<file path="src/rtl/serial_arbiter_pkg.sv">
// ---------------------------------------------------------------------------
// serial_arb_pkg
// Shared definitions for the serial arbiter slice:
//   - default widths used by the interface and the top level
//   - t_arb_state : arbiter FSM states
//   - rr_pick()   : cyclic first-requester-at-or-after-pointer select, one-hot
// ---------------------------------------------------------------------------
package serial_arb_pkg;

    localparam int DEF_NUM_REQ   = 2;
    localparam int DEF_BITS      = 8;
    localparam int DEF_WORDS_MAX = 16;

    // rr_pick works on a fixed-width scratch vector so one function serves
    // every NUM_REQ; NUM_REQ must stay below RR_MAX_REQ.
    localparam int RR_MAX_REQ  = 32;
    localparam int RR_IDX_BITS = 5;

    typedef enum logic [1:0] {
        IDLE,
        XFER,
        DRAIN,
        DONE
    } t_arb_state;

    // Walks the requesters starting at ptr and wrapping at n; the first one
    // found requesting wins. Bits at or above n are never set.
    function automatic logic [RR_MAX_REQ-1:0] rr_pick(
        input logic [RR_MAX_REQ-1:0]  req,
        input logic [RR_IDX_BITS-1:0] ptr,
        input logic [RR_IDX_BITS:0]   n
    );
        logic [RR_MAX_REQ-1:0]  onehot;
        logic                   found;
        logic [RR_IDX_BITS:0]   idx;
        onehot = '0;
        found  = 1'b0;
        idx    = '0;
        for (int k = 0; k < RR_MAX_REQ; k++) begin
            idx = {1'b0, ptr} + (RR_IDX_BITS + 1)'(k);
            if (idx >= n) begin
                idx = idx - n;
            end
            if (((RR_IDX_BITS + 1)'(k) < n) && !found && req[idx[RR_IDX_BITS-1:0]]) begin
                onehot[idx[RR_IDX_BITS-1:0]] = 1'b1;
                found = 1'b1;
            end
        end
        return onehot;
    endfunction

endpackage

</file>
<file path="src/rtl/serial_arbiter_if.sv">
// ---------------------------------------------------------------------------
// serial_arbiter_if
// Bundles the requester side and the serial-controller side of the arbiter.
//   in_req / in_len / in_data       : per-requester request, word count, tx word
//   out_grant / out_next / out_done : per-requester grant, word-consumed, finished
//   out_rxdata / out_rxvalid        : received word to the granted requester
//   out_ser_enable / out_ser_parallel, in_ser_next / in_ser_ready /
//   in_ser_parallel                 : serial controller handshake and data
// master = the arbiter, slave = requesters plus serial controller.
// ---------------------------------------------------------------------------
interface serial_arbiter_if
    import serial_arb_pkg::*;
#(
    parameter int NUM_REQ  = DEF_NUM_REQ,
    parameter int BITS     = DEF_BITS,
    parameter int LEN_BITS = $clog2(DEF_WORDS_MAX + 1)
);

    logic [NUM_REQ-1:0]          in_req;
    logic [NUM_REQ*LEN_BITS-1:0] in_len;
    logic [NUM_REQ*BITS-1:0]     in_data;
    logic [NUM_REQ-1:0]          out_grant;
    logic [NUM_REQ-1:0]          out_next;
    logic [NUM_REQ-1:0]          out_done;
    logic [BITS-1:0]             out_rxdata;
    logic                        out_rxvalid;
    logic                        out_ser_enable;
    logic [BITS-1:0]             out_ser_parallel;
    logic                        in_ser_next;
    logic                        in_ser_ready;
    logic [BITS-1:0]             in_ser_parallel;

    modport master (
        input  in_req, in_len, in_data, in_ser_next, in_ser_ready, in_ser_parallel,
        output out_grant, out_next, out_done, out_rxdata, out_rxvalid,
               out_ser_enable, out_ser_parallel
    );

    modport slave (
        output in_req, in_len, in_data, in_ser_next, in_ser_ready, in_ser_parallel,
        input  out_grant, out_next, out_done, out_rxdata, out_rxvalid,
               out_ser_enable, out_ser_parallel
    );

endinterface

</file>
<file path="src/rtl/serial_arbiter_picker.sv">
// ---------------------------------------------------------------------------
// rr_picker
// Combinational round-robin select.
//   req   in  NUM_REQ   request vector
//   ptr   in  PTR_BITS  index that has priority this round
//   grant out NUM_REQ   one-hot winner, all zero when nobody requests
// ---------------------------------------------------------------------------
module rr_picker
    import serial_arb_pkg::*;
#(
    parameter int NUM_REQ  = DEF_NUM_REQ,
    parameter int PTR_BITS = 1
) (
    input  logic [NUM_REQ-1:0]  req,
    input  logic [PTR_BITS-1:0] ptr,
    output logic [NUM_REQ-1:0]  grant
);

    localparam logic [RR_IDX_BITS:0] REQ_COUNT = (RR_IDX_BITS + 1)'(NUM_REQ);

    logic [RR_MAX_REQ-1:0] pick_full;
    logic                  unused_pick_hi;

    assign pick_full = rr_pick(RR_MAX_REQ'(req), RR_IDX_BITS'(ptr), REQ_COUNT);
    assign grant     = pick_full[NUM_REQ-1:0];

    // rr_pick never sets bits at or above NUM_REQ
    assign unused_pick_hi = ^pick_full[RR_MAX_REQ-1:NUM_REQ];

endmodule

</file>
<file path="src/rtl/serial_arbiter.sv">
// ---------------------------------------------------------------------------
// serial_arbiter
// Shares one serial controller between NUM_REQ requesters doing multi-word
// transfers. Round-robin grant, serial enable held for exactly the requested
// word count, tx data steered from the granted requester, rx words returned.
//   in_clk  in  system clock
//   in_rst  in  asynchronous active-high reset
//   bus     serial_arbiter_if.master (requester and serial-controller signals)
// ---------------------------------------------------------------------------
module serial_arbiter
    import serial_arb_pkg::*;
#(
    parameter int NUM_REQ   = DEF_NUM_REQ,
    parameter int BITS      = DEF_BITS,
    parameter int WORDS_MAX = DEF_WORDS_MAX,
    parameter int LEN_BITS  = $clog2(WORDS_MAX + 1)
) (
    input  logic             in_clk,
    input  logic             in_rst,
    serial_arbiter_if.master bus
);

    localparam int                  PTR_BITS = (NUM_REQ > 1) ? $clog2(NUM_REQ) : 1;
    localparam logic [LEN_BITS-1:0] LEN_MAX  = LEN_BITS'(WORDS_MAX);

    t_arb_state          state_q, state_d;
    logic [NUM_REQ-1:0]  grant_q, grant_d;
    logic [NUM_REQ-1:0]  next_q, next_d;
    logic [NUM_REQ-1:0]  done_q, done_d;
    logic [LEN_BITS-1:0] len_q, len_d;
    logic [LEN_BITS-1:0] count_q, count_d;
    logic [PTR_BITS-1:0] ptr_q, ptr_d;
    logic [BITS-1:0]     rxdata_q, rxdata_d;
    logic                rxvalid_q, rxvalid_d;
    logic                enable_q, enable_d;

    logic [NUM_REQ-1:0]  pick;
    logic [LEN_BITS-1:0] pick_len_raw;
    logic [LEN_BITS-1:0] pick_len;
    logic [PTR_BITS-1:0] pick_next_ptr;
    logic [LEN_BITS-1:0] count_inc;
    logic [BITS-1:0]     ser_parallel;

    rr_picker #(
        .NUM_REQ  (NUM_REQ),
        .PTR_BITS (PTR_BITS)
    ) u_picker (
        .req   (bus.in_req),
        .ptr   (ptr_q),
        .grant (pick)
    );

    // Length and follow-on pointer of the requester the picker would choose.
    // Oversized lengths clamp to WORDS_MAX so the counter can never wrap.
    always_comb begin
        pick_len_raw  = '0;
        pick_next_ptr = '0;
        for (int i = 0; i < NUM_REQ; i++) begin
            if (pick[i]) begin
                pick_len_raw  = bus.in_len[i*LEN_BITS +: LEN_BITS];
                pick_next_ptr = (i == NUM_REQ - 1) ? '0 : PTR_BITS'(i + 1);
            end
        end
        pick_len = (pick_len_raw > LEN_MAX) ? LEN_MAX : pick_len_raw;
    end

    assign count_inc = count_q + LEN_BITS'(1);

    // Next-state and next-output logic. Pulses default to zero so they only
    // last one cycle; everything else holds unless a state acts on it.
    always_comb begin
        state_d   = state_q;
        grant_d   = grant_q;
        len_d     = len_q;
        count_d   = count_q;
        ptr_d     = ptr_q;
        rxdata_d  = rxdata_q;
        enable_d  = enable_q;
        next_d    = '0;
        done_d    = '0;
        rxvalid_d = 1'b0;

        unique case (state_q)
            IDLE: begin
                if ((|bus.in_req) && bus.in_ser_ready) begin
                    grant_d = pick;
                    len_d   = pick_len;
                    count_d = '0;
                    ptr_d   = pick_next_ptr;
                    if (pick_len == '0) begin
                        state_d = DONE;
                    end else begin
                        state_d  = XFER;
                        enable_d = 1'b1;
                    end
                end
            end
            XFER: begin
                if (bus.in_ser_next) begin
                    count_d   = count_inc;
                    next_d    = grant_q;
                    rxvalid_d = 1'b1;
                    rxdata_d  = bus.in_ser_parallel;
                    if (count_inc == len_q) begin
                        enable_d = 1'b0;
                        state_d  = DRAIN;
                    end
                end
            end
            DRAIN: begin
                if (bus.in_ser_ready) begin
                    state_d = DONE;
                end
            end
            DONE: begin
                done_d  = grant_q;
                grant_d = '0;
                state_d = IDLE;
            end
            default: begin
                state_d = IDLE;
            end
        endcase
    end

    // State register; reset drops the enable and all pulses at once.
    always_ff @(posedge in_clk or posedge in_rst) begin
        if (in_rst) begin
            state_q   <= IDLE;
            grant_q   <= '0;
            next_q    <= '0;
            done_q    <= '0;
            len_q     <= '0;
            count_q   <= '0;
            ptr_q     <= '0;
            rxdata_q  <= '0;
            rxvalid_q <= 1'b0;
            enable_q  <= 1'b0;
        end else begin
            state_q   <= state_d;
            grant_q   <= grant_d;
            next_q    <= next_d;
            done_q    <= done_d;
            len_q     <= len_d;
            count_q   <= count_d;
            ptr_q     <= ptr_d;
            rxdata_q  <= rxdata_d;
            rxvalid_q <= rxvalid_d;
            enable_q  <= enable_d;
        end
    end

    // Tx word mux driven by the registered grant; zero when nobody is granted.
    always_comb begin
        ser_parallel = '0;
        for (int i = 0; i < NUM_REQ; i++) begin
            if (grant_q[i]) begin
                ser_parallel = bus.in_data[i*BITS +: BITS];
            end
        end
    end

    assign bus.out_grant        = grant_q;
    assign bus.out_next         = next_q;
    assign bus.out_done         = done_q;
    assign bus.out_rxdata       = rxdata_q;
    assign bus.out_rxvalid      = rxvalid_q;
    assign bus.out_ser_enable   = enable_q;
    assign bus.out_ser_parallel = ser_parallel;

endmodule

</file>
<file path="src/flat_wrapper.sv">
// flat-port wrapper written by rule: the top's interface ports become plain ports
module serial_arbiter_flat import serial_arb_pkg::*;
#(
    parameter int NUM_REQ   = DEF_NUM_REQ,
    parameter int BITS      = DEF_BITS,
    parameter int WORDS_MAX = DEF_WORDS_MAX,
    parameter int LEN_BITS  = $clog2(WORDS_MAX + 1)
)
  (in_clk, in_rst, bus_in_req, bus_in_len, bus_in_data, bus_in_ser_next, bus_in_ser_ready, bus_in_ser_parallel, bus_out_grant, bus_out_next, bus_out_done, bus_out_rxdata, bus_out_rxvalid, bus_out_ser_enable, bus_out_ser_parallel);
  serial_arbiter_if #(.NUM_REQ(NUM_REQ), .BITS(BITS), .LEN_BITS(LEN_BITS)) bus_i ();
  input  logic in_clk;
  input  logic in_rst;
  input wire logic [$bits(bus_i.in_req)-1:0] bus_in_req;
  input wire logic [$bits(bus_i.in_len)-1:0] bus_in_len;
  input wire logic [$bits(bus_i.in_data)-1:0] bus_in_data;
  input wire logic [$bits(bus_i.in_ser_next)-1:0] bus_in_ser_next;
  input wire logic [$bits(bus_i.in_ser_ready)-1:0] bus_in_ser_ready;
  input wire logic [$bits(bus_i.in_ser_parallel)-1:0] bus_in_ser_parallel;
  output wire logic [$bits(bus_i.out_grant)-1:0] bus_out_grant;
  output wire logic [$bits(bus_i.out_next)-1:0] bus_out_next;
  output wire logic [$bits(bus_i.out_done)-1:0] bus_out_done;
  output wire logic [$bits(bus_i.out_rxdata)-1:0] bus_out_rxdata;
  output wire logic [$bits(bus_i.out_rxvalid)-1:0] bus_out_rxvalid;
  output wire logic [$bits(bus_i.out_ser_enable)-1:0] bus_out_ser_enable;
  output wire logic [$bits(bus_i.out_ser_parallel)-1:0] bus_out_ser_parallel;
  assign bus_i.in_req = bus_in_req;
  assign bus_i.in_len = bus_in_len;
  assign bus_i.in_data = bus_in_data;
  assign bus_i.in_ser_next = bus_in_ser_next;
  assign bus_i.in_ser_ready = bus_in_ser_ready;
  assign bus_i.in_ser_parallel = bus_in_ser_parallel;
  assign bus_out_grant = bus_i.out_grant;
  assign bus_out_next = bus_i.out_next;
  assign bus_out_done = bus_i.out_done;
  assign bus_out_rxdata = bus_i.out_rxdata;
  assign bus_out_rxvalid = bus_i.out_rxvalid;
  assign bus_out_ser_enable = bus_i.out_ser_enable;
  assign bus_out_ser_parallel = bus_i.out_ser_parallel;
  serial_arbiter #(.NUM_REQ(NUM_REQ), .BITS(BITS), .WORDS_MAX(WORDS_MAX), .LEN_BITS(LEN_BITS)) u_core (.in_clk(in_clk), .in_rst(in_rst), .bus(bus_i));
endmodule
</file>
<file path="config.mk">
export PLATFORM = sky130hd
export DESIGN_NAME = serial_arbiter_flat
export DESIGN_NICKNAME = d
export VERILOG_FILES = /design/src/rtl/serial_arbiter_pkg.sv /design/src/rtl/serial_arbiter_if.sv /design/src/rtl/serial_arbiter_picker.sv /design/src/rtl/serial_arbiter.sv /design/src/flat_wrapper.sv
export SDC_FILE = /design/constraint.sdc
export NUM_CORES = 1
export LEC_CHECK = 0
export ABC_AREA = 1
export CORE_ASPECT_RATIO = 1.75
export CORE_UTILIZATION = 44
export DETAILED_ROUTE_END_ITERATION = 8
export PLACE_DENSITY = 0.8
export RECOVER_POWER = 50
export SLEW_MARGIN = 20
export SYNTH_ARGS = -nofsm -noshare
export SYNTH_HDL_FRONTEND = slang
export SYNTH_SLANG_ARGS = --single-unit
</file>
<file path="constraint.sdc">
create_clock -name in_clk -period 1.99 [get_ports in_clk]
set_clock_uncertainty 0.1 [all_clocks]
set_input_delay 0.398 -clock in_clk [delete_from_list [all_inputs] [get_ports in_clk]]
set_output_delay 0.398 -clock in_clk [all_outputs]
set_load 0.01 [all_outputs]
</file>
* Yosys cells after proc, flatten, opt, wreduce, memory -nomap -nowiden *
Cells that the tools add are included.

operators by class
  add/sub/neg operators = 4
  multipliers = 0
  div/mod/pow operators = 0
  magnitude comparators = 7
  equality and inequality tests = 9
  shift-type cells = 0
  mux-type cells = 41
  bitwise logic cells = 1
  reductions and logical operators = 16

operator list
  kind                 number
  $mux 5               7
  $mux 2               11
  $mux 8               2
  $mux 1               13
  $lt 5x6->1 const B   2
  $bmux 1 s5           2
  $demux 1 s5          2
  $ge 5x1->1 const B   2
  $pmux 5 s2           1
  $pmux 2 s4           1
  $ne 2x2->1 const B   3
  $reduce_and 2->1     3
  $add 5x1->5 const B  1
  $eq 5x5->1           1
  $gt 5x5->1 const B   1
  $logic_not 5->1      1
  $reduce_and 5->1     1
  $eq 2x2->1 const B   2
  $logic_and 1x1->1    4
  $ne 2x1->1 const B   2
  $pmux 2 s2           1
  $reduce_and 4->1     1
  $reduce_bool 2->1    2
  $reduce_and 3->1     1
  other kinds (11)     11

storage, ports and cells
  register bits = 29
  latch bits = 0
  bits in writable memories = 0
  bits in read-only memories = 0
  input port bits = 40
  output and inout bits = 24
  logic and storage cells = 88
  memories kept = 0

* Longest topological paths before layout *
Gate-level depths: netlist of run 1.

  word-level depth = 17
  depth in mapped cells = 12
  depth with buffers taken out = 12

* Cells and area by module *
From an unflattened synthesis of run 1, not the netlist that was laid out.

second synthesis, totals
  cells, all modules = 222
  area, all modules = 1649.1 um^2

modules (own cells, without submodules)
  module          instances  cells an instance  area each (um^2)  seq. area each (um^2)
  serial_arbiter  1          218                1621.6            725.7
  rr_picker       1          4                  27.5              0.0

* Least setup slack after synthesis of run 1 *
OpenSTA, ideal clock, no wires.

  path kind = reg-to-reg
  start = register u_core.count_q[0]
  end = register u_core.state_q[0]
  library setup time = 0.117 ns
  arrival time = 1.398 ns
  data required time = 1.773 ns
  slack = 0.375 ns
  cell stages (with the launch flop) = 13
  period minus slack after synthesis = 1.615 ns
  cells stage by stage = dfrtp_1 > ha_1 > inv_1 > nand2_1 > nand2_1 > nor2_2 > nand3_1 > nor2_1 > nand3_1 > nand2_2 > nand2_2 > nand2_1 > nand2_1

on the way
  longest elaborated chain between the ends = 4

RTL lines
  item                               RTL line               RTL
  start: declaration                 serial_arbiter.sv:31   logic [LEN_BITS-1:0] count_q, count_d;
  start signal: assignment           serial_arbiter.sv:145  count_q <= count_d;
  $add 5x1->5                        serial_arbiter.sv:67   assign count_inc = count_q + LEN_BITS'(1);
  $eq 5x5->1                         serial_arbiter.sv:104  if (count_inc == len_q) begin
  $ne 2x1->1 (no source line)        --
  $reduce_and 4->1 (no source line)  --
  end signal: assignment             serial_arbiter.sv:140  state_q <= state_d;
  end: declaration                   serial_arbiter.sv:26   t_arb_state state_q, state_d;

Every way passes these cells.
A chain may end at the register's enable or synchronous reset.

* Final worst setup path of run 1 *
  start = register u_core.grant_q[1], in the netlist u_core.bus.out_grant[1]
  end = output bus_out_grant[1]

RTL lines
  item                      RTL line               RTL
  start: declaration        serial_arbiter.sv:27   logic [NUM_REQ-1:0] grant_q, grant_d;
  start signal: assignment  serial_arbiter.sv:141  grant_q <= grant_d;
  end: declaration          flat_wrapper.sv:19     output wire logic [$bits(bus_i.out_grant)-1:0] bus_out_grant;

No word-level cell between the ends.

==> key figures, run 1 <==
CTS
  • Clock Root Buffer: clkbuf_8
  • Reg clk slew, reported paths: 60 ps
  • Clk_lat worst skew: 280 ps
  • Clock Sinks: 29
  • Post-cts hold buffer count: 0
  • Post-CTS Setup Inserts: 0
  • CTS tree: built
  • CTS buffer count: 5
  • Htree depth: 2
  • Clock buffer depth: 2

Placed design
  • GPL Wtd Cong: 0.8148
  • Pre-CTS WS: -43.50 ps
  • Placed Area: 2444 um2
  • Port-buffer cells: 63
  • Post-Place Cells: 343
  • Detailed Place HPWL: 3338 um

Worst setup path
  • CP cell instances: buf_4 -> clkdlybuf4s50_1
  • WP buf/inv: 2
  • CP Data Arrival Time: 1360 ps
  • Critical Path Source Type: flip-flop
  • CP Max Fanout: 10
  • CP Capture Type: output port
  • CP max stage cell: clkdlybuf4s50_1
  • Worst Path Class, Setup: reg -> out
  • Delay-heaviest family, CP: buffers and inverters
  • Worst path max stage delay: 550 ps
  • Worst EP required: 1490 ps

Yosys
  • Synth async-reset ratio: 100.0%
  • Syn Nets: 273
  • Count leader, synth: nand2_1
  • Post-synthesis cell count: 227
  • Synthesis Warnings: 0
  • Post-synthesis area per instance: 7.386 um2
  • Area fraction of the dominant cell type after synthesis: 43.28%
  • Synth area leader: dfrtp_1
  • Predominant post-synthesis flop cell: dfrtp_1
  • Synth top area cells: dfrtp_1 43%, nand2_1 18%, nand3_1 8.1%, inv_1 5.8%, ha_1 4.5%
  • Synth cell types: 22
  • Commonest cells in the synthesized netlist: 82 x nand2_1, 29 x dfrtp_1, 27 x nand3_1, 26 x inv_1, 7 x nand2_2
  • Register bit count reported by yosys: 29
  • Number of synthesized flops with an enable pin: 0
  • Synthesized area: 1677 um2
  • Sequential fraction of the synthesis area: 43.28%

Floorplanning
  • Row count: 29
  • Die Y: 83.66 um
  • Total die area: 4071 um2
  • Core area: 3628 um2
  • Io pins: 64
  • Die width: 48.66 um
  • Initial Util: 46.21%

Drt
  • Vias: 1,668
  • Pre-Repair DR Iteration Count: 4
  • Drt wl/cell: 12.00 um
  • Routed Antenna Nets: 0
  • Routed wire length: 4213 um
  • Initial DRC count: 45
  • Via-per-instance ratio: 4.752
  • Post-route DRC: 0

STA
  • Fin crit share: 93.19%
  • Final-report max-slew violation count: 0
  • Relative slew slack: 52.15%
  • Post-route minimum period: 1854 ps
  • Fmax: 0.5393 GHz
  • Final hold violation count: 0
  • Slew @ Worst Pin: 717.8 ps
  • Final setup viols: 0
  • RSZ-0062 raised after global routing: false
  • Hold_ws: 379.3 ps
  • Final worst slack: 135.6 ps

Global route
  • Pin count of the biggest net entering global routing: 30
  • Overall Global Routing Usage: 22.90%
  • Vias in the first global route: 1,696
  • First-pass GRT wire length: 7238 um
  • Initial antenna violation count: 0
  • GR Overflow Total: 0

Cells and area
  • Finished Cell Area: 2542 um2
  • Area of the multi-input gates: 807.0 um2
  • Register Area: 726.9 um2
  • Layout cell share with drive strength beyond 1: 14.10%
  • Fillers: 290
  • Final #Nets: 350
  • N_diodes: 0
  • Area grow syn2layout: 51.64%
  • Post-Layout Cell Count: 351

Power
  • Worst VDD drop: 0.9891 mV
  • Power per Cell Area: 1305 nW/um2
  • Leak Pwr: 1.280 nW
  • Total power: 0.003317 W

Outcome
  • Status: completed

Flow run
  • Max cap viols: 0

Hold path
  • Tightest Hold Check Type: reg -> reg
[timing repair]
item                                   in CTS  in global routing
gates resized for setup                    10                  0
endpoints found under the hold margin       0                  0
setup endpoints to repair                   8                  0
[path summary, 6_finish.rpt]
path                                                       from                              endpoint  slack, ps  cells after the start
max in group asynchronous                                in_rst   u_core.bus.out_grant[0]$_DFFE_PP0P_        630                      3
setup / recovery            u_core.bus.out_grant[1]$_DFFE_PP0P_                      bus_out_grant[1]        140                      2
min in group asynchronous                                in_rst      u_core.bus.out_next[0]$_DFF_PP0_        660                      3
hold reg to reg            u_core.bus.out_rxdata[4]$_DFFE_PP0P_  u_core.bus.out_rxdata[4]$_DFFE_PP0P_        380                      2
hold / removal             u_core.bus.out_rxdata[4]$_DFFE_PP0P_  u_core.bus.out_rxdata[4]$_DFFE_PP0P_        380                      2
setup reg to reg                  u_core.count_q[1]$_DFFE_PP0P_         u_core.state_q[0]$_DFFE_PP0P_        250                     12
[power breakdown]
| group | internal (W) | switching, W |
|---|---|---|
| clock network | 0.000408 | 0.000224 |
| logic | 0.000794 | 0.000930 |
| registers | 0.000809 | 0.000153 |
[stage by stage]
step	TNS (ps)	utilization, %
floorplan	0	-
global placement	-219.0	67.34
detailed placement	-225.4	67.34
CTS	0	70.34
global route	0	70.07
finish	0	70.07
[per-layer routing]
metal | up-vias | share of wire, % | track usage (%)
met2 | 26 | 57 | 44.32
met1 | 761 | 38 | 22.22
met4 | 0 | 2.3 | 11.76
met3 | 10 | 2.3 | 3.643
met5 | - | 0 | 0
li1 | 871 | - | -
[worst reg2reg max path, cell delays in order (launching register included)]
cell and delay, ps:
dfrtp_1 420, ha_1 310, inv_1 50, nand2_1 50
nand2_1 60, nor2_2 110, nand3_1 80, nor2_1 80
nand3_1 100, nand2_2 100, nand2_2 60, nand2_1 60
nand2_1 40
[flip-flops by register name, indices dropped and copies added, names as in the netlist]
signal                     cells
u_core.count_q                 5
u_core.bus.out_done            2
u_core.ptr_q                   1
u_core.bus.out_rxdata          8
u_core.bus.out_next            2
u_core.state_q                 2
u_core.bus.out_grant           2
u_core.bus.out_ser_enable      1
u_core.len_q                   5
u_core.bus.out_rxvalid         1
[cell type report]
| type | count | share of cell area [%] |
|---|---|---|
| Tap cell | 46 | 2.264 |
| Sequential cell | 29 | 28.59 |
| Clock inverter | 1 | 1.181 |
| Timing Repair Buffer | 75 | 28.05 |
| Clock buffer | 7 | 3.396 |
| Inverter | 32 | 4.774 |
| Multi-Input combinational cell | 161 | 31.74 |
[cell families after synthesis]
| family | Yosys count | synth area share [%] |
|---|---|---|
| and+or+nand+nor | 136 | 36.34 |
| DFF | 29 | 43.28 |
| AOI/OAI and AO/OA | 19 | 7.313 |
| adders and majority gates | 6 | 4.477 |
| buffers and inverters | 37 | 8.582 |
[layout by cell type (no fill, tap or decap)]
| cell | netlist | layout |
|---|---|---|
| a21oi_1 | 3 | 3 |
| a21oi_4 | 1 | 1 |
| buf_12 | 0 | 1 |
| buf_4 | 1 | 8 |
| bufinv_16 | 0 | 1 |
| clkbuf_1 | 3 | 3 |
| clkbuf_2 | 0 | 1 |
| clkbuf_8 | 0 | 6 |
| clkdlybuf4s50_1 | 0 | 54 |
| clkinv_2 | 0 | 1 |
| dfrtp_1 | 29 | 28 |
| dfrtp_2 | 0 | 1 |
| dlygate4sd2_1 | 0 | 8 |
| dlygate4sd3_1 | 0 | 1 |
| ha_1 | 6 | 6 |
| inv_1 | 26 | 26 |
| inv_2 | 5 | 5 |
| nand2_1 | 82 | 82 |
| nand2_2 | 7 | 7 |
| nand3_1 | 27 | 27 |
| nand3_2 | 2 | 2 |
| nand4_1 | 6 | 6 |
| nor2_1 | 6 | 6 |
| nor2_2 | 5 | 5 |
| nor2_4 | 1 | 1 |
| o21ai_0 | 5 | 5 |
| o21ai_1 | 3 | 3 |
| o21ai_2 | 3 | 3 |
| o22ai_1 | 4 | 4 |
Power figures use the tool's default switching activity.
==> run 2: changes to the inputs <==
--- a/config.mk
+++ b/config.mk
@@ -6,7 +6,6 @@
 export NUM_CORES = 1
 export LEC_CHECK = 0
 export ABC_AREA = 1
-export CORE_ASPECT_RATIO = 1.75
 export CORE_UTILIZATION = 44
 export DETAILED_ROUTE_END_ITERATION = 8
 export PLACE_DENSITY = 0.8
==> run 2 against run 1 <==
Effect of this change:
- register-to-register slack got worse by 40 ps
- wire length decreased by 6.5%
- non-clock buffer count up 2
- setup slack got worse by 9.9 ps
- sequential share of layout area is 0.28 points higher
- clock-buffer cell count stayed put
- sequential cell count is the same
- maximum frequency is 0.53% lower
- critical endpoint unchanged
- largest power group unchanged
==> key figures, run 2 (synthesis gave the netlist of run 1 again) <==
Hold path
  • Hold Startpoint: u_core.bus.out_rxdata[3]$_DFFE_PP0P_
  • Worst Hold Path EP: u_core.bus.out_rxdata[3]$_DFFE_PP0P_
  • Tightest Hold Check Type: reg -> reg
  • Worst hold path depth: 2 (unchanged)

Drt
  • Vias: 1,650 (-1.1%)
  • Routed wire length: 3938 um (-6.5%)
  • Post-route DRC: 0 (unchanged)
  • Initial DRC count: 87 (+93%)
  • Pre-Repair DR Iteration Count: 4 (unchanged)
  • Via-per-instance ratio: 4.661 (-1.9%)
  • Routed Antenna Nets: 0 (unchanged)
  • Drt wl/cell: 11.12 um (-7.3%)

Worst setup path
  • CP max stage cell: clkdlybuf4s50_1
  • Crit Reg-Reg Startpoint: u_core.count_q[1]$_DFFE_PP0P_
  • Delay-heaviest family, CP: buffers and inverters
  • Reg-to-reg setup timing slack: 210 ps (-40 ps)
  • Critical Path Source Type: flip-flop
  • CP Data Arrival Time: 1370 ps (about the same)
  • WP buf/inv: 2 (unchanged)
  • Worst Path Class, Setup: reg -> out
  • Reg-to-reg endpoint: u_core.state_q[1]$_DFFE_PP0P_
  • Worst path max stage delay: 540 ps (about the same)
  • Reg2Reg Depth: 12 (unchanged)
  • CP cell instances: buf_4 -> clkdlybuf4s50_1
  • CP Capture Type: output port
  • CP Max Fanout: 10 (unchanged)
  • Worst EP required: 1490 ps (about the same)

CTS
  • Clock Root Buffer: clkbuf_8
  • Resize count post-CTS: 10 (unchanged)
  • Clock buffer depth: 2 (unchanged)
  • Post-CTS Setup Inserts: 0 (unchanged)
  • Post-cts hold buffer count: 0 (unchanged)
  • CTS tree: built
  • CTS buffer count: 5 (unchanged)
  • Reg clk slew, reported paths: 60 ps (about the same)
  • Htree depth: 2 (unchanged)
  • Clock Sinks: 29 (unchanged)
  • Clk_lat worst skew: 280 ps (about the same)

Power
  • Worst VDD drop: 0.7623 mV (-23%)
  • Int Power: 0.001840 W (-8.5%)
  • Clock network power share: 15.6% (-3.4 points)
  • Gate power share: 53.2% (+1.2 points)
  • Power per Cell Area: 1231 nW/um2 (-5.6%)
  • Switching power share of the total: 40.64% (+1.3 points)
  • Switching pwr: 0.001260 W (-3.6%)
  • Seq pwr share: 31.2% (+2.2 points)
  • Leak Pwr: 1.272 nW (-0.65%)

Flow run
  • Max cap viols: 0 (unchanged)

Global route
  • First-pass GRT wire length: 6548 um (-9.5%)
  • GR Overflow Total: 0 (unchanged)
  • Initial antenna violation count: 0 (unchanged)
  • Vias in the first global route: 1,487 (-12%)
  • Pin count of the biggest net entering global routing: 30 (unchanged)
  • Overall Global Routing Usage: 20.70% (-2.2 points)

STA
  • RSZ-0062 raised after global routing: false
  • Final setup viols: 0 (unchanged)
  • Relative slew slack: 52.35% (+0.20 points)
  • Slew @ Worst Pin: 714.7 ps (-3.065 ps)
  • Fin crit share: 93.68% (+0.50 points)
  • Post-route minimum period: 1864 ps (+9.900 ps)
  • Final-report max-slew violation count: 0 (unchanged)
  • Sum Neg Setup Slack: 0 ps (unchanged)
  • Fmax: 0.5364 GHz (-0.53%)
  • Hold_ws: 378.2 ps (-1.010 ps)
  • Final hold violation count: 0 (unchanged)

Cells and area
  • Layout Utilization: 68.76% (-1.3 points)
  • Commonest non-fill, non-tap cell in the layout: nand2_1
  • N_diodes: 0 (unchanged)
  • Most frequent cells in the layout: 82 x nand2_1, 54 x clkdlybuf4s50_1, 28 x dfrtp_1, 27 x nand3_1, 26 x inv_1
  • Area grow syn2layout: 50.15%
  • Layout cell share with drive strength beyond 1: 14.38% (+0.28 points)
  • Max FFs per register: 8 (unchanged)
  • Final #Nets: 352 (+0.57%)

Floorplanning
  • Initial Util: 45.80% (-0.41 points)
  • Row count: 22 (-24%)
  • Die Y: 63.73 um (-24%)
  • Total die area: 4062 um2 (-0.23%)
  • Core area: 3661 um2 (+0.90%)
  • Die width: 63.73 um (+31%)
  • Io pins: 64 (unchanged)

Placed design
  • Detailed Place HPWL: 3148 um (-5.7%)
  • GPL Wtd Cong: 0.8156 (about the same)
  • Port-buffer cells: 63 (unchanged)

Outcome
  • Status: completed
==> run 2: worst max path at each step <==
stage                     slack, ps                                 from                            end  depth (start not counted)
final                           130  u_core.bus.out_grant[1]$_DFFE_PP0P_               bus_out_grant[1]                          2
after global routing             80        u_core.count_q[1]$_DFFE_PP0P_  u_core.state_q[1]$_DFFE_PP0P_                         12
after floorplan                 380        u_core.count_q[0]$_DFFE_PP0P_  u_core.state_q[0]$_DFFE_PP0P_                         12
after global placement          -30                       bus_in_data[6]        bus_out_ser_parallel[6]                          4
after detailed placement        -40                       bus_in_data[6]        bus_out_ser_parallel[6]                          4
after CTS                       120  u_core.bus.out_grant[1]$_DFFE_PP0P_               bus_out_grant[1]                          2
==> run 2: tightest hold or removal path, stage by stage (launching register included) <==
cell	delay (ps)
dfrtp_1	340
nand2_1	50
nand2_1	60
==> run 2: power by group through the flow <==
stage / clock [W] / combinational [W] / sequential (W)
2_1_floorplan: 0 / 0.000946 / 0.000996
3_3_place_gp: 0 / 0.00169 / 0.000960
3_5_place_dp: 0 / 0.00172 / 0.000970
4_1_cts: 0.000493 / 0.00168 / 0.000965
5_1_grt: 0.000524 / 0.00183 / 0.000993
6_report: 0.000484 / 0.00165 / 0.000966
==> run 2: cell type report <==
type / instances / area, um2
multi-input cells: 161 / 807.0
inverters: 32 / 121.4
repair buffers: 77 / 715.7
well taps: 48 / 60.06
fillers: 314 / 1144
clock buffers: 7 / 86.33
flip-flops and latches: 29 / 726.9
==> run 2: per-stage QoR <==
stage               area, um2  total power, W  cells  setup slack [ps]
CTS                      2527        0.003139    354             118.8
detailed placement       2449        0.002695    347            -38.08
finish                   2517        0.003100    354             125.7
global route             2517        0.003342    354             78.60
global placement         2449        0.002649    347            -32.13
floorplan                1677        0.001942    227             375.4
==> run 2: routing by layer <==
layer  track usage, %  vias up  wire length [um]
li1                 -      868                 -
met1            26.20      747              1823
met5                0        -                 0
met2            34.71       30              1919
met4            6.818        0                46
met3            4.643        5               147
==> RTL change (flow settings as in run 2) <==
Set the package constant `RR_IDX_BITS` to 4 (it was 5).
--- a/src/rtl/serial_arbiter_pkg.sv
+++ b/src/rtl/serial_arbiter_pkg.sv
@@ -16,3 +16,3 @@
     localparam int RR_MAX_REQ  = 32;
-    localparam int RR_IDX_BITS = 5;
+    localparam int RR_IDX_BITS = 4;
 
Function: kept (Yosys induction, for registers that start in step).
==> RTL change against run 2 <==
Total power grew 1.8%. Synthesized cell count is the same. Worst setup slack lost 0.00078 ns. Hold slack gained 0.0029 ns. Sequential share of layout area is essentially flat. Clock power grew 8.3%. Global-route usage grew 1.5 points. Sequential cell count is the same. Area after synthesis grew 0.15%. Non-clock buffer count shrank 4. First-iteration DRC count shrank 37%. Routed wire length grew 2.4%. Cell area is essentially flat. Largest cell class unchanged. Largest power group unchanged.
==> RTL change: results (changes against run 2) <==
Outcome
  • Status: finished clean

Hold path
  • Hold WC Path Type: reg2reg
  • Worst hold stages: 2 (unchanged)
  • HP Start: u_core.bus.out_rxdata[3]

Layout
  • Nets@finish: 347 (-1.4%)
  • # diodes: 0 (unchanged)
  • Layout cells sized above 1: 0.123 (-0.0213)
  • Fillers: 304 (-3.2%)
  • Multi-input gate area: 806 um^2 (-0.16%)

Clock network
  • Clk slew on worst S/H paths: 0.06 ns (about the same)
  • TritonCTS Buffers: 5 (unchanged)
  • H-Tree Depth: 2 (unchanged)

STA
  • Slew margin rel.: 0.540 (+0.0167)
  • Period utilization: 0.937 (about the same)
  • Final hold slack: 0.381 ns (+0.00286 ns)

Placed design
  • Post-DP Area: 0.00243 mm^2 (-0.56%)
  • Gpl congestion: 0.799 (-2.1%)
  • Dpl cells: 342 (-1.4%)
  • Pre-CTS worst setup slack: -0.0479 ns (-0.00984 ns)
  • HPWL Detailed: 3220 um (+2.2%)

Global routing
  • Largest net degree at the start of global routing: 30 (unchanged)
  • First-pass GRT wire length: 7040 um (+7.5%)
  • M2 GR Usage: 0.399 (+0.0519)
  • Met1 Use GR: 0.245 (-0.0172)
  • GR Layer Usage met3: 0.0679 (+0.0214)
  • Number of global-route vias before repair: 1655 (+11%)
  • GRT Overall Usage: 0.222 (+0.0148)

Drt
  • Highest metal used: met4
  • Wire length per cell after detailed routing: 11.5 um (+3.6%)
  • Wire length on met3: 324 um (+120%)
  • Final WL: 4030 um (+2.4%)
  • Wire length on met1: 1660 um (-9.2%)
  • Metal2 WL: 2030 um (+5.8%)
  • 1st-iter DRT viols: 55 (-37%)
  • Vias per inst: 4.88 (+4.6%)
  • Drt first pass iters: 6 (+2)

Worst setup path
  • CP max FO: 10 (unchanged)
  • CP Launch Type: register
  • Launching point of the worst reg2reg path: u_core.count_q[1]
  • Worst reg2reg setup slack: 0.22 ns
  • Critical Path End: bus_out_grant[1]
  • R2R Path End: u_core.state_q[0]

Pwr
  • P_leak: 1.27 nW (-0.33%)
  • VDD IR max: 644 uV (-15%)
  • Design internal power: 1.87 mW (+1.8%)

Synthesis
  • Post-synth top cells: 81 x nand2_1, 30 x nand3_1, 29 x dfrtp_1, 23 x inv_1, 8 x nor2_1
  • Synth top area cells: dfrtp_1 43%, nand2_1 18%, nand3_1 8.9%
  • Syn Area/Cell: 7.40 um^2 (+0.15%)
  • Synth cell types: 25 (+14%)
  • Post-synthesis sequential area ratio: 0.432 (-0.000645)
## RTL change: power groups by stage
stage | clock [mW] | combinational (mW) | sequential [mW]
6_report | 0.524 | 1.67 | 0.965
5_1_grt | 0.565 | 1.87 | 0.997
4_1_cts | 0.530 | 1.69 | 0.964
3_5_place_dp | 0 | 1.72 | 0.970
3_3_place_gp | 0 | 1.67 | 0.958
2_1_floorplan | 0 | 0.933 | 0.999
## RTL change: layout make-up
type / instances / area share
timing repair buffer: 73 / 0.282
tap: 48 / 0.0238
clock inverter: 1 / 0.00199
sequential: 29 / 0.289
clock buffer: 7 / 0.0383
inverter: 30 / 0.0452
multi-input combinational: 162 / 0.320
## RTL change: logic make-up after synthesis
family | synth area share
compound gates | 0.0738
flops | 0.432
simple gates | 0.361
buf+inv | 0.0879
fa+ha+maj | 0.0447
## RTL change: worst max-delay path, cell delays in order, from the launching register on
cell and delay, ns:
dfrtp_1 0.36, buf_4 0.17, clkdlybuf4s50_1 0.55
